$ cat config.mk
export PLATFORM = sky130hd
export DESIGN_NAME = alk_sp_seq
export DESIGN_NICKNAME = d
export VERILOG_FILES = /design/src/rtl/alk_sp_seq.sv
export SDC_FILE = /design/constraint.sdc
export NUM_CORES = 1
export LEC_CHECK = 0
export BUFFER_PORTS_ARGS = -buffer_cell sky130_fd_sc_hd__buf_2
export CAP_MARGIN = 20
export CORE_UTILIZATION = 40
export CTS_CLUSTER_DIAMETER = 150
export DETAILED_ROUTE_END_ITERATION = 16
export HOLD_SLACK_MARGIN = 0.06
export PLACE_DENSITY_LB_ADDON = 0.1
export SYNTH_ARGS = -nofsm -noshare
export SYNTH_HDL_FRONTEND = slang
export SYNTH_SLANG_ARGS = --single-unit
$ cat constraint.sdc
create_clock -name clk_h -period 1.9 [get_ports clk_h]
set_clock_uncertainty 0.15 [all_clocks]
set_input_delay 0.095 -clock clk_h [delete_from_list [all_inputs] [get_ports clk_h]]
set_output_delay 0.095 -clock clk_h [all_outputs]
set_load 0.02 [all_outputs]
$ cat src/rtl/alk_sp_seq.sv
// rtl/alk_sp_seq.sv - S/P latch and shift sequencer for the ROT micro-op field
// Moore sequencer: each S/P-class op expands into a fixed or counted run of load/shift steps.
module alk_sp_seq #(
    parameter int CNT_W = 5
) (
    input  logic             clk_h,
    input  logic             reset_h,
    input  logic [5:0]       rot_h,
    input  logic             rot_vld_h,
    input  logic             stall_h,
    input  logic [CNT_W-1:0] sc_h,
    output logic             modsp_l,
    output logic             busy_h,
    output logic             ld_s_h,
    output logic             ld_p_h,
    output logic             shift_h,
    output logic             shift_last_h,
    output logic             done_h
);

    typedef enum logic [2:0] {
        IDLE   = 3'd0,
        LOAD_S = 3'd1,
        LOAD_P = 3'd2,
        SHIFT  = 3'd3,
        DONE   = 3'd4
    } state_t;

    state_t           state;
    logic [CNT_W-1:0] cnt;
    logic             two_load;

    logic rot_s_p;
    logic rot_s_only;
    logic rot_shift;

    assign rot_s_p    = (rot_h == 6'h27) || (rot_h == 6'h2F);
    assign rot_s_only = (rot_h == 6'h2D) || (rot_h == 6'h3D);
    assign rot_shift  = (rot_h == 6'h3B) || (rot_h == 6'h3F);
    assign modsp_l    = ~(rot_s_p | rot_s_only | rot_shift);

    always_ff @(posedge clk_h or posedge reset_h) begin
        if (reset_h) begin
            state    <= IDLE;
            cnt      <= '0;
            two_load <= 1'b0;
        end else if (!stall_h) begin
            case (state)
                IDLE: begin
                    // Non-S/P ROT codes are accepted but fall straight through as no-ops.
                    if (rot_vld_h) begin
                        if (rot_s_p || rot_s_only) begin
                            state    <= LOAD_S;
                            two_load <= rot_s_p;
                        end else if (rot_shift) begin
                            cnt   <= sc_h;
                            state <= (sc_h == '0) ? DONE : SHIFT;
                        end
                    end
                end
                LOAD_S: state <= two_load ? LOAD_P : DONE;
                LOAD_P: state <= DONE;
                SHIFT: begin
                    cnt <= cnt - 1'b1;
                    if (cnt == CNT_W'(1)) state <= DONE;
                end
                DONE:    state <= IDLE;
                default: state <= IDLE;
            endcase
        end
    end

    // Enables come straight from the registered state so reset clears them without waiting for a clock.
    assign busy_h       = (state != IDLE);
    assign ld_s_h       = (state == LOAD_S) && !stall_h;
    assign ld_p_h       = (state == LOAD_P) && !stall_h;
    assign shift_h      = (state == SHIFT) && !stall_h;
    assign shift_last_h = (state == SHIFT) && (cnt == CNT_W'(1)) && !stall_h;
    assign done_h       = (state == DONE) && !stall_h;

endmodule

Word-level counts from Yosys, hierarchy flattened
Cells that the tools add are included.
{ "totals": {"input_bits": 15, "reg_bits": 9, "output_inout_bits": 7} }
{ "op_classes": {"mux": 11, "eq_ne": 16, "bitwise_logic": 4, "add_sub_neg": 1, "n_reduce_logical": 18} }
{ "ops": {"columns": ["cell", "count"], "rows": [
  ["$eq A6 B6 Y1 const B", 6],
  ["$mux W3", 6],
  ["$mux W5", 3],
  ["$pmux W3 S4", 1],
  ["$pmux W5 S2", 1],
  ["$ne A2 B2 Y1 const B", 4],
  ["$reduce_and A4 Y1", 2],
  ["$eq A3 B2 Y1 const B", 2],
  ["$logic_and A1 B1 Y1", 6],
  ["$eq A5 B1 Y1 const B", 1],
  ["$logic_not A5 Y1", 1],
  ["$reduce_and A5 Y1", 1],
  ["$sub A5 B1 Y5 const B", 1],
  ["$logic_or A1 B1 Y1", 4],
  ["$eq A3 B1 Y1 const B", 1],
  ["$eq A3 B3 Y1 const B", 1],
  ["$logic_not A3 Y1", 1],
  ["$ne A3 B3 Y1 const B", 1],
  ["$reduce_bool A3 Y1", 1],
  ["$not A1 Y1", 2],
  ["$or A1 B1 Y1", 2],
  ["$reduce_bool A2 Y1", 1],
  ["$logic_not A1 Y1", 1]
]} }

Longest topological paths before layout
{ "depth": {"depth_word": 6, "depth_mapped": 7, "ltp_nobuf": 6} }

Worst setup path before layout
OpenSTA, ideal clock, no wires.
{ "synth_path": {"kind": "register -> register", "startpoint": "register state[1]", "endpoint": "register cnt[4]", "stages_incl_launch_ff": 8, "arrival_ns": 1.574, "n_path_buf": 2, "path_slack_ns": 0.053, "t_required_ns": 1.627, "cell_sequence": "dfrtp_1 buf_6 or4b_4 o31ai_2 nand2b_1 buf_6 o21ai_1 o21ai_1"} }
{ "synth_between": {"elab_chain_len": 3, "word_cells_on_any_way": 8, "classes_between": "eq/ne (4); mux (1); reduce/logical (3)"} }
{ "synth_rtl": {"columns": ["element", "line", "source"], "rows": [
  ["start, declared", "29", "state_t state;"],
  ["start signal, assigned", "57", "state <= (sc_h == '0) ? DONE : SHIFT;"],
  ["start signal, assigned", "61", "LOAD_S: state <= two_load ? LOAD_P : DONE;"],
  ["$eq A3 B2 Y1 or $logic_not A3 Y1 (tied branches)", "48", "case (state)"],
  ["$reduce_bool A2 Y1 (no source line) or $ne A2 B2 Y1 (tied branches)", null, null],
  ["$reduce_and A5 Y1 (no source line)", null, null],
  ["end signal, assigned", "56", "cnt <= sc_h;"],
  ["end signal, assigned", "64", "cnt <= cnt - 1'b1;"],
  ["end, declared", "30", "logic [CNT_W-1:0] cnt;"]
]} }
Parallel ways exist; a longest one is shown, timed or not.
A chain may end at the register's enable or synchronous reset.

Worst setup path in the final report
{ "layout_path": {"startpoint": "register state[2]", "endpoint": "register state[0]"} }
{ "layout_between": {"elab_chain_len": 3, "word_cells_on_any_way": 9, "classes_between": "eq/ne (6); mux (1); reduce/logical (2)"} }
{ "layout_rtl": {"columns": ["element", "line"], "rows": [
  ["$eq A3 B2 Y1 or $logic_not A3 Y1 (tied branches)", "48"],
  ["$ne A2 B2 Y1 (no source line) or $ne A3 B3 Y1 (tied branches)", null],
  ["$reduce_and A4 Y1 (no source line)", null]
]} }
Parallel ways exist; a longest one is shown, timed or not.

==> summary.txt <==
Outcome
  • Status: finished with violations
  • Failing checks: DRC

STA
  • Max_slew headroom: 77.12%
  • Final Slew Violations: 0
  • Fmax: 0.5523 GHz
  • Hold Vio Cnt, Final: 0
  • Hold WS: 0.1264 ns
  • Worst-Margin Slew: 0.3429 ns
  • Tcrit/Tclk final: 95.29%
  • Sum Neg Setup Slack: 0 ns
  • RSZ-0062 raised after global routing: false
  • Endpoints failing setup: 0
  • Minimum clock period: 1.811 ns

Layout
  • Share of cells above drive strength 1: 38.02%
  • Final Cell Area: 997.2 um2
  • NumNets Final: 139
  • Area Growth Syn to Fin: 41.81%
  • ANT cells: 0

CTS
  • Max clock buf depth: 2
  • CTS Buf Count: 3
  • H-tree Lvls: 1
  • Clk sinks: 9
  • Clock root buffer master: clkbuf_4
  • Clk slew on worst S/H paths: 0.06 ns
  • Skew-Pair Late Insertion Delay: 0.26 ns
  • CTS tree: done

Global routing
  • GRT met2 Usage: 30.75%
  • Vias in the first global route: 636
  • GR peak layer: met2
  • Tot GR Track Use: 19.83%
  • Grt ovf: 0
  • Largest net degree at the start of global routing: 16
  • First-pass GRT wire length: 2.794 mm
  • Initial antenna violation count: 0
  • M1 GR Usage: 27.53%
  • GR Layer Usage met3: 3.750%

Setup path
  • Worst EP arrival: 1.80 ns
  • Setup CP Type: reg2reg
  • Type of element capturing the critical path: flop
  • Worst Path Required: 1.89 ns
  • Critical path fanouts, max: 4
  • Critical Path Source Type: flop

Die
  • Row count: 14
  • Die height: 43.93 um
  • Starting density of the core: 44.60%
  • Die Width: 43.93 um
  • Core area: 0.001577 mm2
  • Die area: 0.001929 mm2
  • I/O Pins: 22

Placed design
  • Cell Area, Placed: 855.8 um2
  • Port bufs: 21
  • Post-DP HPWL: 1.343 mm
  • Routability Congestion: 0.8209

Synth
  • Leading register cell type out of synthesis: dfrtp_1
  • Cell count after synthesis: 85
  • Top post-synthesis cells by count: dfrtp_1 (9), nor2_1 (9), o21ai_1 (8), a21oi_1 (7)
  • FFs w/ async S/R, synth: 100.0%
  • Yosys top cell area share: 32.03%
  • Sequential cell area fraction in the yosys report: 32.03%
  • Avg Inst Size Synth: 8.273 um2
  • Yosys reg bits: 9
  • YS warnings: 0
  • Synth area leaders: dfrtp_1 (32%), mux2_2 (6.4%), o21ai_1 (5.7%)
  • Syn Nets: 102
  • Post-synth EDFFs: 0
  • Cell area after synthesis: 703.2 um2
  • Area leader, netlist: dfrtp_1
  • Yosys cell types: 31

Detailed routing
  • First-pass detailed-route iteration total: 10
  • Initial drt markers: 21
  • WL/cell: 12.96 um
  • DR vias/cell: 5.431
  • WL final: 1.775 mm
  • DRC: 3
  • DR vias: 744
  • Post-DRT Antenna Nets: 0

Pwr
  • Static Leakage: 0.4815 nW
  • Power Dens Cells: 1233 mW/mm2
  • Peak VDD IR: 0.0007001 V

Flow run
  • Max_cap viols: 0

Min path
  • Worst hold path type: in2reg
## registers in the layout, summed over array words and instances (netlist names)
signal / cells
cnt: 5
state: 3
two_load: 1
## area by class of cell
| class | count | area (um2) |
|---|---|---|
| Tap cell | 16 | 20.02 |
| Fill cell | 139 | 579.3 |
| Multi-Input combinational cell | 64 | 445.4 |
| Inverter | 6 | 22.52 |
| Sequential cell | 9 | 225.2 |
| Timing Repair Buffer | 38 | 257.7 |
| Clock buffer | 4 | 26.28 |
## critical path: stages (launching register included)
cell and delay (ns):
dfrtp_1 0.40, buf_4 0.16, nand3b_4 0.16, a31o_2 0.22, o21ai_1 0.07, a211o_1 0.18, mux2_2 0.35
## what timing repair did
action                     4_1_cts  5_1_grt
pin swaps                        0        1
hold endpoints to repair        14        0
setup endpoints to repair        3        9
hold buffers                     6        0
setup buffers                    1        1
gates resized for setup          2        8
## power breakdown
group	internal (mW)	switching, mW	leakage [nW]
clock network	0.0806	0.0620	0.0150
registers	0.275	0.0635	0.114
logic	0.369	0.379	0.353
total	0.725	0.504	0.482
## final timing paths
kind	startpoint	end	slack, ns	cells past startpoint
max in group asynchronous	reset_h	state[1]	1.16	3
min reg2reg	cnt[4]	cnt[4]	0.38	2
min in group asynchronous	reset_h	cnt[1]	0.18	3
max reg2reg	state[2]	state[0]	0.09	6
max	state[2]	state[0]	0.09	6
min	stall_h	cnt[0]	0.13	4
## cell usage in the layout (no fill, tap or decap), types with 2 or more instances in the layout
cell and count:
nor4b_1 2, dlygate4sd3_1 6, o21ai_1 9, dfrtp_1 9
clkbuf_4 3, nor3b_1 2, buf_2 20, nand2_1 5
a21oi_1 7, ha_1 2, a211o_1 2, nor2_1 9
nor3_1 5, nand3_1 2, mux2_2 4, buf_4 11
inv_1 6
## kinds of logic after synthesis
kind of cell             count (synthesis)  share of synthesized area (%)
adder cells (fa/ha/maj)                  2                          3.558
multiplexers                             4                          6.405
AO/OA/AOI/OAI                           25                          22.95
flip-flops                               9                          32.03
buffers and inverters                   12                          8.895
AND/OR/NAND/NOR                         33                          26.16
## per-stage QoR
step                util [%]  worst slack, ns  total power [mW]  instances
floorplan                  -          0.05290            0.7969         85
global placement       54.29          0.02858             1.005        125
detailed placement     54.29        -0.002719             1.010        125
CTS                    60.63       -0.0005544             1.184        136
global route           63.25          0.01579             1.341        137
finish                 63.25          0.08944             1.229        137
## metal layers
| metal | vias up | share of wire, % |
|---|---|---|
| met3 | 0 | 4.5 |
| met1 | 344 | 50 |
| met4 | 0 | 0 |
| met5 | - | 0 |
| met2 | 19 | 45 |
| li1 | 381 | - |
Power figures use the tool's default switching activity.
